`src/rtl/uart_memory_host.sv`:
```
// Initiator side of the UART memory protocol: serialises one read/write request
// into cmd/count/addr/data bytes for a uart and collects or supplies the data bytes.
module uart_memory_host #(
    parameter logic [23:0] TIMEOUT_CYCLES = 24'd240000
) (
    input  logic        clk,
    input  logic        rst,
    input  logic        start,
    input  logic        is_write,
    input  logic [15:0] addr,
    input  logic [7:0]  count,
    input  logic [7:0]  wr_data,
    input  logic        wr_valid,
    output logic        wr_ready,
    output logic [7:0]  rd_data,
    output logic        rd_valid,
    output logic        busy,
    output logic        done,
    output logic        timeout,
    output logic        transmit,
    output logic [7:0]  tx_byte,
    input  logic        received,
    input  logic [7:0]  rx_byte,
    input  logic        is_transmitting
);

    localparam logic [3:0] IDLE         = 4'd0;
    localparam logic [3:0] SEND_CMD     = 4'd1;
    localparam logic [3:0] SEND_COUNT   = 4'd2;
    localparam logic [3:0] SEND_ADDR_HI = 4'd3;
    localparam logic [3:0] SEND_ADDR_LO = 4'd4;
    localparam logic [3:0] SEND_DATA    = 4'd5;
    localparam logic [3:0] TX_GUARD     = 4'd6;
    localparam logic [3:0] WR_FETCH     = 4'd7;
    localparam logic [3:0] WR_DRAIN     = 4'd8;
    localparam logic [3:0] RD_WAIT      = 4'd9;
    localparam logic [3:0] RD_COLLECT   = 4'd10;

    logic [3:0]  state;
    logic [3:0]  ret_state;
    logic        req_write;
    logic [15:0] req_addr;
    logic [7:0]  remaining;
    logic [7:0]  wr_byte;
    logic [23:0] tmr;

    logic        sending;
    logic [7:0]  send_byte;
    logic [3:0]  send_next;

    // Byte to emit and where to go after its guard cycle, for every send state.
    // remaining still holds the requested count while the header goes out.
    always_comb begin
        sending   = 1'b0;
        send_byte = 8'h00;
        send_next = IDLE;
        case (state)
            SEND_CMD: begin
                sending   = 1'b1;
                send_byte = req_write ? 8'h02 : 8'h01;
                send_next = SEND_COUNT;
            end
            SEND_COUNT: begin
                sending   = 1'b1;
                send_byte = remaining;
                send_next = SEND_ADDR_HI;
            end
            SEND_ADDR_HI: begin
                sending   = 1'b1;
                send_byte = req_addr[15:8];
                send_next = SEND_ADDR_LO;
            end
            SEND_ADDR_LO: begin
                sending   = 1'b1;
                send_byte = req_addr[7:0];
                send_next = req_write ? WR_FETCH : RD_WAIT;
            end
            SEND_DATA: begin
                sending   = 1'b1;
                send_byte = wr_byte;
                send_next = (remaining == 8'd0) ? WR_DRAIN : WR_FETCH;
            end
            default: ;
        endcase
    end

    always_ff @(posedge clk) begin
        if (rst) begin
            state     <= IDLE;
            ret_state <= IDLE;
            req_write <= 1'b0;
            req_addr  <= 16'h0000;
            remaining <= 8'd0;
            wr_byte   <= 8'h00;
            tmr       <= 24'd0;
            busy      <= 1'b0;
            done      <= 1'b0;
            timeout   <= 1'b0;
            transmit  <= 1'b0;
            rd_valid  <= 1'b0;
            wr_ready  <= 1'b0;
            tx_byte   <= 8'h00;
            rd_data   <= 8'h00;
        end else begin
            transmit <= 1'b0;
            done     <= 1'b0;
            timeout  <= 1'b0;
            rd_valid <= 1'b0;
            if (sending && !is_transmitting) begin
                // uart raises is_transmitting a cycle late, so TX_GUARD masks that gap
                tx_byte   <= send_byte;
                transmit  <= 1'b1;
                ret_state <= send_next;
                state     <= TX_GUARD;
                if (state == SEND_DATA && remaining != 8'd0)
                    remaining <= remaining - 8'd1;
            end else begin
                case (state)
                    IDLE: begin
                        // busy is still high in the done/timeout cycle, so a start there is ignored
                        if (start && !busy) begin
                            busy      <= 1'b1;
                            req_write <= is_write;
                            req_addr  <= addr;
                            remaining <= count;
                            state     <= SEND_CMD;
                        end else begin
                            busy <= 1'b0;
                        end
                    end
                    SEND_CMD, SEND_COUNT, SEND_ADDR_HI, SEND_ADDR_LO, SEND_DATA: ;
                    TX_GUARD: begin
                        state <= ret_state;
                        if (ret_state == WR_FETCH)
                            wr_ready <= 1'b1;
                    end
                    WR_FETCH: begin
                        if (wr_valid && wr_ready) begin
                            wr_ready <= 1'b0;
                            wr_byte  <= wr_data;
                            state    <= SEND_DATA;
                        end
                    end
                    WR_DRAIN: begin
                        if (!is_transmitting) begin
                            done  <= 1'b1;
                            state <= IDLE;
                        end
                    end
                    RD_WAIT: begin
                        if (!is_transmitting) begin
                            tmr   <= 24'd0;
                            state <= RD_COLLECT;
                        end
                    end
                    RD_COLLECT: begin
                        // an arrival on the expiry cycle wins over the timeout
                        if (received) begin
                            rd_data  <= rx_byte;
                            rd_valid <= 1'b1;
                            tmr      <= 24'd0;
                            if (remaining == 8'd0) begin
                                done  <= 1'b1;
                                state <= IDLE;
                            end else begin
                                remaining <= remaining - 8'd1;
                            end
                        end else if (tmr == TIMEOUT_CYCLES - 24'd2) begin
                            timeout <= 1'b1;
                            tmr     <= 24'd0;
                            state   <= IDLE;
                        end else begin
                            tmr <= tmr + 24'd1;
                        end
                    end
                    default: state <= IDLE;
                endcase
            end
        end
    end

endmodule
```
`config.mk`:
```
export PLATFORM = sky130hd
export DESIGN_NAME = uart_memory_host
export DESIGN_NICKNAME = d
export VERILOG_FILES = /design/src/rtl/uart_memory_host.sv
export SDC_FILE = /design/constraint.sdc
export NUM_CORES = 1
export LEC_CHECK = 0
export CAP_MARGIN = 20
export CELL_PAD_IN_SITES_DETAIL_PLACEMENT = 0
export CELL_PAD_IN_SITES_GLOBAL_PLACEMENT = 1
export CORE_UTILIZATION = 44
export CTS_BUF_LIST = sky130_fd_sc_hd__clkbuf_4
export DETAILED_ROUTE_END_ITERATION = 12
export GPL_TIMING_DRIVEN = 0
export PLACE_DENSITY = 0.88
export SLEW_MARGIN = 10
export SYNTH_ARGS = -nofsm -noshare
export SYNTH_HDL_FRONTEND = slang
export SYNTH_SLANG_ARGS = --single-unit
export TNS_END_PERCENT = 1
```
`constraint.sdc`:
```
create_clock -name clk -period 2.97 [get_ports clk]
set_input_delay 0.297 -clock clk [delete_from_list [all_inputs] [get_ports clk]]
set_output_delay 0.297 -clock clk [all_outputs]
set_load 0.05 [all_outputs]
```
* Word-level counts from Yosys, hierarchy flattened
Index checks and enable logic that the tools add are counted.
** Word-level totals
- Register bits after elaboration :: 87
- Input port bits :: 47
- Output and inout port bits :: 22
** Operators by class
- Add/subtract/negate cells :: 2
- Eq/ne operators :: 29
- Multiplexer cells :: 36
- Bitwise operators :: 3
- Reduce and logical (&&, ||, !) cells :: 25
** Operators with widths (number)
- two-way mux 24 bit :: 3
- case mux 24 bit (2 select lines) :: 1
- two-way mux 8 bit :: 5
- case mux 8 bit (5 select lines) :: 1
- two-way mux 4 bit :: 9
- case mux 4 bit (7 select lines) :: 1
- adder 24 x 1 -> 24 bit, second input constant :: 1
- == test 24 x 18 -> 1 bit, second input constant :: 1
- != test 3 bit, second input constant :: 8
- == test 4 x 3 -> 1 bit, second input constant :: 5
- case mux 4 bit (5 select lines) :: 1
- case mux 8 bit (2 select lines) :: 1
- AND reduction 7 bit :: 2
- == test 4 bit, second input constant :: 3
- AND reduction 3 bit :: 4
- two-way mux 1 bit :: 10
- != test 2 bit, second input constant :: 5
- == test 4 x 2 -> 1 bit, second input constant :: 2
- logical NOT 8 bit :: 1
- != test 4 bit, second input constant :: 2
- nonzero test 8 bit :: 1
- subtractor 8 x 1 -> 8 bit, second input constant :: 1
- AND reduction 5 bit :: 1
- OR reduction 5 bit :: 1
- other kinds (16) :: 25

* Logic depth before layout (Yosys ltp)
Gate-level depths: netlist of run 1.
- Depth in word-level cells :: 6
- Depth in mapped cells :: 8
- Mapped depth without buffers :: 7

* Worst setup path before layout of run 1
No wires, ideal clock.
- Path kind :: reg2reg
- From :: register tmr[9]
- To :: register tmr[10]
- Setup time :: 115 ps
- Arrival time :: 1870 ps
- Slack :: 985 ps
- Cell stages (with the launch flop) :: 7
- Buffers on the path :: 1
- Period minus slack after synthesis :: 1985 ps
- Cell sequence :: dfxtp_1 > or4b_1 > or4b_4 > o21ai_2 > a21o_4 > buf_12 > nor2_1
** On the way
- Cells in the longest elaborated chain, start to end :: 4
- Elaborated cells between the ends (all ways) :: 5
- Classes of those cells :: 1 x add/sub; 1 x eq/ne; 3 x mux
** RTL lines
- from (decl) :: RTL line 45 : logic [23:0] tmr;
- from (signal assigned) :: RTL line 173 : tmr <= tmr + 24'd1;
- adder 24 x 1 -> 24 bit or == test 24 x 18 -> 1 bit (tied branches) :: RTL line 173, 168
- two-way mux 24 bit * :: RTL line 168 : end else if (tmr == TIMEOUT_CYCLES - 24'd2) begin
- two-way mux 24 bit * :: RTL line 158 : if (received) begin
- case mux 24 bit (2 select lines) * :: RTL line 118 : case (state)
Every way passes the cells marked *; elsewhere a longest branch is shown, timed or not.
A chain may end at the register's enable or synchronous reset.

* Worst setup path after layout of run 1
- From :: register remaining[1]
- To :: register remaining[1]
** On the way
- Cells in the longest elaborated chain, start to end :: 5
- Elaborated cells between the ends (all ways) :: 12
- Classes of those cells :: 1 x add/sub; 2 x eq/ne; 5 x mux; 4 x reduce/logical
** RTL lines
- from (decl) :: RTL line 43 : logic [7:0] remaining;
- from (signal assigned) :: RTL line 116 : remaining <= remaining - 8'd1;
- from (signal assigned) :: RTL line 125 : remaining <= count;
- from (signal assigned) :: RTL line 166 : remaining <= remaining - 8'd1;
- subtractor 8 x 1 -> 8 bit :: RTL line 116, 166
- two-way mux 8 bit :: RTL line 162 : if (remaining == 8'd0) begin
- two-way mux 8 bit :: RTL line 158
- case mux 8 bit (2 select lines) :: RTL line 118
- two-way mux 8 bit :: RTL line 109 : if (sending && !is_transmitting) begin
Parallel ways exist; a longest one is shown, timed or not. The select of a mux whose other input is x is not followed.

==> impl_metrics.tcl, run 1 <==
set metrics [dict create \
    status "complete, no violations" \
    synth_enable_flop_cells 0 \
    synth.mux.area_fraction_pct 5.55 \
    clkLatencyLatePin_ns 0.44 \
    grt_antenna_before_repair 0 \
    drt_wl_total_um 11900 \
    fmax_mhz 383 \
    syn_nets 581 \
    fin_crit_sh_pct 88.0 \
    die_y_um 101 \
    antenna_cells 0 \
    vias_per_cell 5.69 \
    detailedPlace.worstSlack_ns 0.418 \
    vdd_ir_max_v 0.000334 \
    clkSlewWorstSetupHoldPaths_ns 0.14 \
    critical_path.startpoint_type "flop" \
    drive_above_1_share_pct 7.34 \
    layout.cell_area.non_filler_um2 5300 \
    tightestPinTransition_ns 0.913 \
    postSynthCellCount 530 \
    yosysTopAreaCell "sky130_fd_sc_hd__dfxtp_1" \
    worstSetupEndpointType "flop" \
    fin_total_pwr_mw 3.80 \
    grt_max_degree 16 \
    clkPwrFrac_pct 15.9 \
    fin_skew_ns 0.0258 \
    r2r.worst_path.cells 8 \
    die_width_um 101 \
    fp.coreArea_um2 9420 \
    synth_xor_xnor_area_share_pct 4.43 \
    place.detailed.instances 726 \
    detailedPlacementHpwl_um 8700 \
    area_growth_pct 21.8 \
    number_of_buffers_added_to_fix_hold_violations_after_cts 0 \
    power_per_standard_cell_area_nw_per_um2 717 \
    async_reset_ff_share_pct 0 \
    timing.critical_path.required_ns 3.34 \
    detailed_place.area_um2 5180 \
    hp-class "in2reg" \
    fraction_of_the_yosys_area_taken_by_sequential_cells_pct 40.0 \
    tritoncts.num_buffers 9 \
    ys_types 64 \
    numClockSinks 87 \
    drv_slew 0 \
    global_route.usage.met2_pct 38.0 \
    timing.max_cap.violations 0 \
    global_route.peak_usage_layer "met2" \
    htree_levels 3 \
    setup_viol 0 \
    floorplan.die_area_um2 10300 \
    route.antenna.remaining_nets 0 \
    synthAdderAreaFrac_pct 1.15 \
    grt.total_usage_pct 24.4 \
    share_comb_of_total_power_pct 44.8 \
    final_period_minus_worst_setup_slack_ns 2.61 \
    power.leakage_nw 1.78 \
    postLayoutSetupSlackWorst_ns 0.357 \
    port_buffers 67 \
    crit_fanout 8 \
    met3_usage_pct 2.97 \
    sw_frac_of_total_pct 43.6 \
    p_switching_mw 1.66 \
    yosys_most_used_dff "sky130_fd_sc_hd__dfxtp_1" \
    grt_use_met1_pct 35.0 \
    min_path_cells 3 \
    grt_pass1_vias 3978 \
    drt_iter0_drc 330 \
    regToRegSetupSlack_ns 0.36 \
    dr_wl_cell_um 16.0 \
    initial_core_util_pct 46.2 \
    critical_path_class "reg2reg" \
    timing.final.hold_violations 0 \
    finish.net_count 659 \
    placementRows 35 \
    overflow 0 \
    globalplace.congestion 0.898 \
    synth_compound_area_share_pct 16.9 \
    post_synth_main_area_contributors "sky130_fd_sc_hd__dfxtp_1 40%, sky130_fd_sc_hd__nor2_1 6.0%, sky130_fd_sc_hd__nand2_1 5.9%" \
    timing.slew.headroom_pct 38.6 \
    tns_ns 0 \
    cell_internal_pwr_mw 2.14 \
    post_synth_instance_area_um2 4350 \
    n_fill_cell 894 \
    synth.top_cell.area_share_pct 40.0 \
    synth_area_per_cell_um2 8.21 \
    cts_tree "yes" \
    grt_pass1_wl_um 19700 \
    ios 69 \
    grt_setup_unrepaired "false" \
    worst-endpoint-arrival_ns 2.98 \
    ys_ff_latch 87 \
    synthSimpleGateAreaFrac_pct 27.2 \
    finish.cell_count_without_fillers 742 \
    vias 4225 \
    synth_top_family_by_area "simple AND/OR/NAND/NOR gates" \
    first_pass_iters 5 \
    post-route-drc-count 0 \
    postCtsSetupRepairBufs 0 \
    cts_max_path_buffers 2 \
    ys.warnings.count 0 \
    cts.root.buffer_cell "sky130_fd_sc_hd__clkbuf_4" \
    power_frac_seq_pct 39.3 \
    post_cts.resized_instances 0 \
]
[critical path, stage by stage, from the launching register on]
cell	delay (ns)
sky130_fd_sc_hd__dfxtp_1	0.36
sky130_fd_sc_hd__inv_1	0.14
sky130_fd_sc_hd__ha_1	0.17
sky130_fd_sc_hd__nor4b_1	0.44
sky130_fd_sc_hd__nand2_1	0.28
sky130_fd_sc_hd__o21bai_1	0.55
sky130_fd_sc_hd__or3_1	0.20
sky130_fd_sc_hd__buf_2	0.20
sky130_fd_sc_hd__mux2i_1	0.20
[power groups by stage]
stage / clock [mW] / combinational, mW / sequential (mW)
floorplan: 0 / 0.976 / 1.69
global placement: 0 / 1.65 / 1.51
detailed placement: 0 / 1.67 / 1.52
CTS: 0.615 / 1.68 / 1.49
global route: 0.652 / 1.86 / 1.52
finish: 0.605 / 1.70 / 1.49
[cells in the mapped netlist, types with 7 or more instances]
library cell,number
sky130_fd_sc_hd__nand4_1,12
sky130_fd_sc_hd__inv_1,8
sky130_fd_sc_hd__xor2_1,15
sky130_fd_sc_hd__nand2_1,68
sky130_fd_sc_hd__nor2_1,70
sky130_fd_sc_hd__a21oi_1,43
sky130_fd_sc_hd__buf_2,11
sky130_fd_sc_hd__nand3_1,21
sky130_fd_sc_hd__clkbuf_1,18
sky130_fd_sc_hd__o22ai_1,9
sky130_fd_sc_hd__dfxtp_1,87
sky130_fd_sc_hd__o21ai_0,12
sky130_fd_sc_hd__nor3_1,20
sky130_fd_sc_hd__mux2i_1,23
sky130_fd_sc_hd__xnor2_1,7
[path summary, 6_finish.rpt]
check,startpoint,end
worst max-delay path,remaining[1]$_SDFFE_PP0P_,remaining[1]$_SDFFE_PP0P_
worst min-delay path,addr[6],req_addr[6]$_SDFFE_PP0P_
worst max register to register,remaining[1]$_SDFFE_PP0P_,remaining[1]$_SDFFE_PP0P_
worst min register to register,rd_data[1]$_SDFFE_PP0P_,rd_data[1]$_SDFFE_PP0P_
[cell type report]
class	instances	area [um2]	share of cell area, %
multi-input cells	401	2400	45.3
flip-flops and latches	87	1740	32.9
repair buffers	67	671	12.7
plain buffers	34	178	3.35
well taps	129	161	3.05
clock buffers	9	67.6	1.27
clock inverters	7	47.5	0.897
inverters	8	30.0	0.567
[stage by stage]
step           hold WS, ns  util [%]
3_5_place_dp         0.446      55.1
6_report             0.400      56.3
2_1_floorplan        0.433         -
5_1_grt              0.401      56.3
4_1_cts              0.387      56.3
3_3_place_gp         0.441      55.1
[metal layers]
metal / share of wire (%) / wire [um] / vias to the layer above
li1: - / - / 2061
met3: 6.4 / 760 / 17
met1: 48 / 5690 / 1994
met5: 0 / 0 / -
met2: 44 / 5230 / 153
met4: 1.8 / 211 / 0
[cells in the final DEF, fill, tap and decap left out, types with 4 or more instances in the layout]
cell,count
sky130_fd_sc_hd__clkbuf_1,18
sky130_fd_sc_hd__inv_1,8
sky130_fd_sc_hd__nand2_1,68
sky130_fd_sc_hd__nand2b_1,6
sky130_fd_sc_hd__nor3b_1,4
sky130_fd_sc_hd__or4b_1,4
sky130_fd_sc_hd__nor3_1,20
sky130_fd_sc_hd__clkbuf_4,9
sky130_fd_sc_hd__o311ai_0,5
sky130_fd_sc_hd__a211oi_1,4
sky130_fd_sc_hd__xnor2_1,7
sky130_fd_sc_hd__nand3_1,21
sky130_fd_sc_hd__ha_1,4
sky130_fd_sc_hd__a31oi_1,6
sky130_fd_sc_hd__o31ai_1,6
sky130_fd_sc_hd__o21ai_0,12
sky130_fd_sc_hd__xor2_1,15
sky130_fd_sc_hd__o22ai_1,9
sky130_fd_sc_hd__or4_1,4
sky130_fd_sc_hd__buf_2,11
sky130_fd_sc_hd__a21oi_1,43
sky130_fd_sc_hd__nand4_1,12
sky130_fd_sc_hd__mux2i_1,23
sky130_fd_sc_hd__clkdlybuf4s50_1,67
sky130_fd_sc_hd__dfxtp_1,87
sky130_fd_sc_hd__nor2_1,70
[logic make-up after synthesis]
| logic type | after synthesis |
|---|---|
| compound gates | 112 |
| xor+xnor | 22 |
| fa+ha+maj | 4 |
| buf+inv | 42 |
| flops | 87 |
| mux | 24 |
| simple gates | 239 |
[registers in the layout (all words and copies together), names as in the netlist]
name,cells
state,4
req_write,1
tx_byte,8
wr_byte,8
done,1
rd_valid,1
remaining,8
ret_state,4
transmit,1
req_addr,16
tmr,24
busy,1
timeout,1
wr_ready,1
rd_data,8
Note: power is estimated with default switching activity, not from simulation.
==> run 2: changes to the inputs <==
CTS_BUF_LIST = sky130_fd_sc_hd__clkbuf_4 sky130_fd_sc_hd__clkbuf_8   (was sky130_fd_sc_hd__clkbuf_4)
==> impl_metrics.tcl, run 2 (synthesis results as in run 1) <==
set metrics [dict create \
    drt_wl_total_um 11900 \
    largest_register "tmr" \
    floorplan.die_area_um2 10300 \
    fin_skew_ns 0.0132 \
    sw_frac_of_total_pct 42.1 \
    crit-reg2reg-launch "remaining[1]$_SDFFE_PP0P_" \
    route.antenna.remaining_nets 0 \
    postLayoutSetupSlackWorst_ns 0.381 \
    fp.coreArea_um2 9420 \
    overflow 0 \
    drive_above_1_share_pct 7.50 \
    timing.critical_path.required_ns 3.26 \
    finish.cell_count_without_fillers 742 \
    port_buffers 67 \
    fmax_mhz 386 \
    tightestPinTransition_ns 0.872 \
    clkPwrFrac_pct 19.7 \
    grt_antenna_before_repair 0 \
    numClockSinks 87 \
    htree_levels 3 \
    drv_slew 0 \
    register_area_um2 1740 \
    min_to "rd_data[1]$_SDFFE_PP0P_" \
    antenna_cells 0 \
    die_width_um 101 \
    clkSlewWorstSetupHoldPaths_ns 0.09 \
    detailedPlace.worstSlack_ns 0.418 \
    critical_path.startpoint_type "flop" \
    vias 4209 \
    critical_path_class "reg2reg" \
    grt_max_degree 16 \
    clkLatencyLatePin_ns 0.37 \
    tns_ns 0 \
    most-common-layout-cells "87 x sky130_fd_sc_hd__dfxtp_1, 70 x sky130_fd_sc_hd__nor2_1, 68 x sky130_fd_sc_hd__nand2_1" \
    die_y_um 101 \
    power_frac_seq_pct 37.6 \
    first_pass_iters 5 \
    power.leakage_nw 1.81 \
    post-route-util_pct 57.0 \
    timing.slew.headroom_pct 41.3 \
    worst-endpoint-arrival_ns 2.88 \
    ios 69 \
    postCtsSetupRepairBufs 0 \
    mostFrequentLayoutCell "sky130_fd_sc_hd__dfxtp_1" \
    r2r.worst_path.cells 8 \
    placementRows 35 \
    vdd_ir_max_v 0.000282 \
    drt_iter0_drc 358 \
    largest_reg_flops 24 \
    regToRegSetupSlack_ns 0.38 \
    hp-class "reg2reg" \
    grt_setup_unrepaired "false" \
    cell_internal_pwr_mw 2.30 \
    detailedPlacementHpwl_um 8700 \
    worstSetupEndpointType "flop" \
    number_of_buffers_added_to_fix_hold_violations_after_cts 0 \
    grt.total_usage_pct 24.6 \
    power_per_standard_cell_area_nw_per_um2 740 \
    timing.final.hold_violations 0 \
    n_fill_cell 887 \
    post-route-drc-count 0 \
    crit_fanout 8 \
    cts_max_path_buffers 2 \
    dr_wl_cell_um 16.0 \
    grt_pass1_vias 3943 \
    fin_crit_sh_pct 87.2 \
    initial_core_util_pct 46.2 \
    timing.max_cap.violations 0 \
    min_path_cells 2 \
    area_growth_pct 23.3 \
    r2r-end "remaining[1]$_SDFFE_PP0P_" \
    setup_viol 0 \
    globalplace.congestion 0.898 \
    post_cts.resized_instances 0 \
    grt_pass1_wl_um 19600 \
    largest_registers "tmr: 24 flops, req_addr: 16 flops" \
    tritoncts.num_buffers 9 \
    final_period_minus_worst_setup_slack_ns 2.59 \
    vias_per_cell 5.67 \
    status "complete, no violations" \
    share_comb_of_total_power_pct 42.7 \
    multi_input_comb_area_um2 2400 \
    timing.hold.worst.start "rd_data[1]$_SDFFE_PP0P_" \
    finish.net_count 659 \
    cts_tree "yes" \
    place.detailed.instances 726 \
    cts.root.buffer_cell "sky130_fd_sc_hd__clkbuf_8" \
    p_switching_mw 1.67 \
]
==> run 2: cell types whose count changed in the layout (fill, tap and decap cells not counted), sizes merged <==
cell / delta
clkbuf: +1
clkinv: -1
==> run 2: layout make-up <==
class / count / share of cell area [%]
multi-input cells: 401 / 44.8
flip-flops and latches: 87 / 32.5
repair buffers: 67 / 12.5
plain buffers: 34 / 3.31
well taps: 129 / 3.01
clock buffers: 10 / 2.56
clock inverters: 6 / 0.816
inverters: 8 / 0.560
==> run 2: layer usage <==
layer | vias up | global-route usage (%) | part of all wire, %
met3 | 19 | 4.69 | 5.7
met2 | 131 | 37.5 | 44
met5 | - | 0 | 0
met1 | 2004 | 34.8 | 49
met4 | 0 | 8.14 | 1.7
li1 | 2055 | - | -
==> run 2: worst max path at each step <==
stage,from,endpoint,slack (ns),cells past startpoint
2_1_floorplan,tmr[9]$_SDFFE_PP0P_,tmr[10]$_SDFFE_PP0P_,0.98,6
3_3_place_gp,remaining[1]$_SDFFE_PP0P_,remaining[1]$_SDFFE_PP0P_,0.46,8
3_5_place_dp,remaining[1]$_SDFFE_PP0P_,remaining[1]$_SDFFE_PP0P_,0.42,8
4_1_cts,remaining[1]$_SDFFE_PP0P_,remaining[1]$_SDFFE_PP0P_,0.39,8
5_1_grt,remaining[1]$_SDFFE_PP0P_,remaining[1]$_SDFFE_PP0P_,0.19,8
6_report,remaining[1]$_SDFFE_PP0P_,remaining[1]$_SDFFE_PP0P_,0.38,8
==> run 2: critical path: stages (launching register included) <==
cell	delay, ns
sky130_fd_sc_hd__dfxtp_1	0.34
sky130_fd_sc_hd__inv_1	0.15
sky130_fd_sc_hd__ha_1	0.17
sky130_fd_sc_hd__nor4b_1	0.44
sky130_fd_sc_hd__nand2_1	0.27
sky130_fd_sc_hd__o21bai_1	0.55
sky130_fd_sc_hd__or3_1	0.20
sky130_fd_sc_hd__buf_2	0.20
sky130_fd_sc_hd__mux2i_1	0.20
==> run 2: metrics by stage <==
step                hold slack, ns  power [mW]  instance area [um2]
CTS                          0.458        3.96                 5370
floorplan                    0.433        2.67                 4350
global placement             0.441        3.16                 5180
finish                       0.456        3.97                 5370
detailed placement           0.446        3.18                 5180
global route                 0.478        4.21                 5370
==> run 2: power groups by stage <==
| stage | logic, mW | registers, mW | clock network [mW] |
|---|---|---|---|
| after floorplan | 0.976 | 1.69 | 0 |
| after global placement | 1.65 | 1.51 | 0 |
| after detailed placement | 1.67 | 1.52 | 0 |
| after CTS | 1.67 | 1.49 | 0.797 |
| after global routing | 1.85 | 1.52 | 0.839 |
| final | 1.70 | 1.49 | 0.782 |
==> run 3: changes to the inputs <==
CORE_MARGIN = 8   (was default)
==> impl_metrics.tcl, run 3 (synthesis results as in run 1) <==
set metrics [dict create \
    detailedPlace.worstSlack_ns 0.391 \
    placementRows 36 \
    area_growth_pct 23.5 \
    fin_total_pwr_mw 3.98 \
    route.antenna.remaining_nets 0 \
    status "complete, no violations" \
    drv_slew 0 \
    grt_max_degree 17 \
    ios 69 \
    fmax_mhz 391 \
    largest_registers "tmr: 24 flops, req_addr: 16 flops" \
    vdd_ir_max_v 0.000324 \
    overflow 0 \
    drive_above_1_share_pct 7.50 \
    drt_iter0_drc 317 \
    first_pass_iters 5 \
    die_y_um 115 \
    tightestPinTransition_ns 0.975 \
    postLayoutSetupSlackWorst_ns 0.410 \
    largest_reg_flops 24 \
    postCtsSetupRepairBufs 0 \
    clkSlewWorstSetupHoldPaths_ns 0.10 \
    mostFrequentLayoutCell "sky130_fd_sc_hd__dfxtp_1" \
    detailed_place.area_um2 5190 \
    power_per_standard_cell_area_nw_per_um2 740 \
    clkLatencyLatePin_ns 0.36 \
    fin_skew_ns 0.0168 \
    initial_core_util_pct 44.9 \
    timing.final.hold_violations 0 \
    post-route-drc-count 0 \
    tritoncts.num_buffers 9 \
    grt_pass1_wl_um 20000 \
    power.leakage_nw 1.81 \
    antenna_cells 0 \
    final_period_minus_worst_setup_slack_ns 2.56 \
    place.detailed.instances 730 \
    numClockSinks 87 \
    number_of_buffers_added_to_fix_hold_violations_after_cts 0 \
    timing.slew.headroom_pct 34.5 \
    grt_antenna_before_repair 0 \
    setup_viol 0 \
    grt_setup_unrepaired "false" \
    worstSetupEndpointType "flop" \
    cts.root.buffer_cell "sky130_fd_sc_hd__clkbuf_8" \
    fin_crit_sh_pct 86.2 \
    hp-class "reg2reg" \
    fp.coreArea_um2 9680 \
    grt_pass1_vias 4022 \
    dr_wl_cell_um 16.8 \
    drt_wl_total_um 12500 \
    most-common-layout-cells "87 x sky130_fd_sc_hd__dfxtp_1, 70 x sky130_fd_sc_hd__nor2_1, 68 x sky130_fd_sc_hd__nand2_1" \
    floorplan.die_area_um2 13300 \
    vias 4221 \
    htree_levels 3 \
    finish.net_count 659 \
    detailedPlacementHpwl_um 9420 \
    layout.cell_area.non_filler_um2 5370 \
    vias_per_cell 5.66 \
    crit_fanout 8 \
    finish.cell_count_without_fillers 746 \
    grt.total_usage_pct 18.9 \
    critical_path.startpoint_type "flop" \
    post_cts.resized_instances 0 \
    globalplace.congestion 0.860 \
    worst-endpoint-arrival_ns 2.86 \
    tns_ns 0 \
    port_buffers 67 \
    largest_register "tmr" \
    timing.critical_path.required_ns 3.27 \
    cts_tree "yes" \
    die_width_um 115 \
    cts_max_path_buffers 2 \
    timing.max_cap.violations 0 \
    critical_path_class "reg2reg" \
]
run 3: cell types whose count changed in the layout (fill, tap and decap cells not counted), sizes merged:
| cell | change |
|---|---|
| clkinvlp | +1 |
| clkinv | -1 |
run 3: critical path, cell delays in order, from the launching register on:
cell and delay (ns):
sky130_fd_sc_hd__dfxtp_1 0.35, sky130_fd_sc_hd__inv_1 0.14, sky130_fd_sc_hd__ha_1 0.16, sky130_fd_sc_hd__nor4b_1 0.45, sky130_fd_sc_hd__nand2_1 0.24, sky130_fd_sc_hd__o21bai_1 0.56, sky130_fd_sc_hd__or3_1 0.20, sky130_fd_sc_hd__buf_2 0.20
sky130_fd_sc_hd__mux2i_1 0.20
run 3: where the power goes:
part	internal, mW	switching, mW
logic	0.613	1.08
registers	1.35	0.137
clock network	0.325	0.461
total	2.29	1.68
run 3: final timing paths:
path | slack [ns] | depth (start not counted) | startpoint | end
worst max-delay path | 0.41 | 8 | remaining[0]$_SDFFE_PP0P_ | remaining[1]$_SDFFE_PP0P_
worst min-delay path | 0.46 | 2 | req_addr[7]$_SDFFE_PP0P_ | req_addr[7]$_SDFFE_PP0P_
worst max register to register | 0.41 | 8 | remaining[0]$_SDFFE_PP0P_ | remaining[1]$_SDFFE_PP0P_
worst min register to register | 0.46 | 2 | req_addr[7]$_SDFFE_PP0P_ | req_addr[7]$_SDFFE_PP0P_
run 3: layer usage:
metal / track usage (%) / share of wire [%]
met1: 24.9 / 46
met2: 29.4 / 45
met3: 3.86 / 7.3
met4: 7.44 / 1.8
met5: 0 / 0
run 3: layout make-up:
class                      count  area [um2]
clock inverter                 6        52.6
fill                         941        4310
buffer                        34         178
timing repair buffer          67         671
multi-input combinational    401        2400
clock buffer                  10         131
tap                          133         166
sequential                    87        1740
inverter                       8        30.0
run 3: per-stage QoR:
stage | hold slack, ns | utilization [%]
floorplan | 0.433 | -
global placement | 0.442 | 53.6
detailed placement | 0.449 | 53.6
CTS | 0.464 | 55.5
global route | 0.483 | 55.5
finish | 0.463 | 55.5
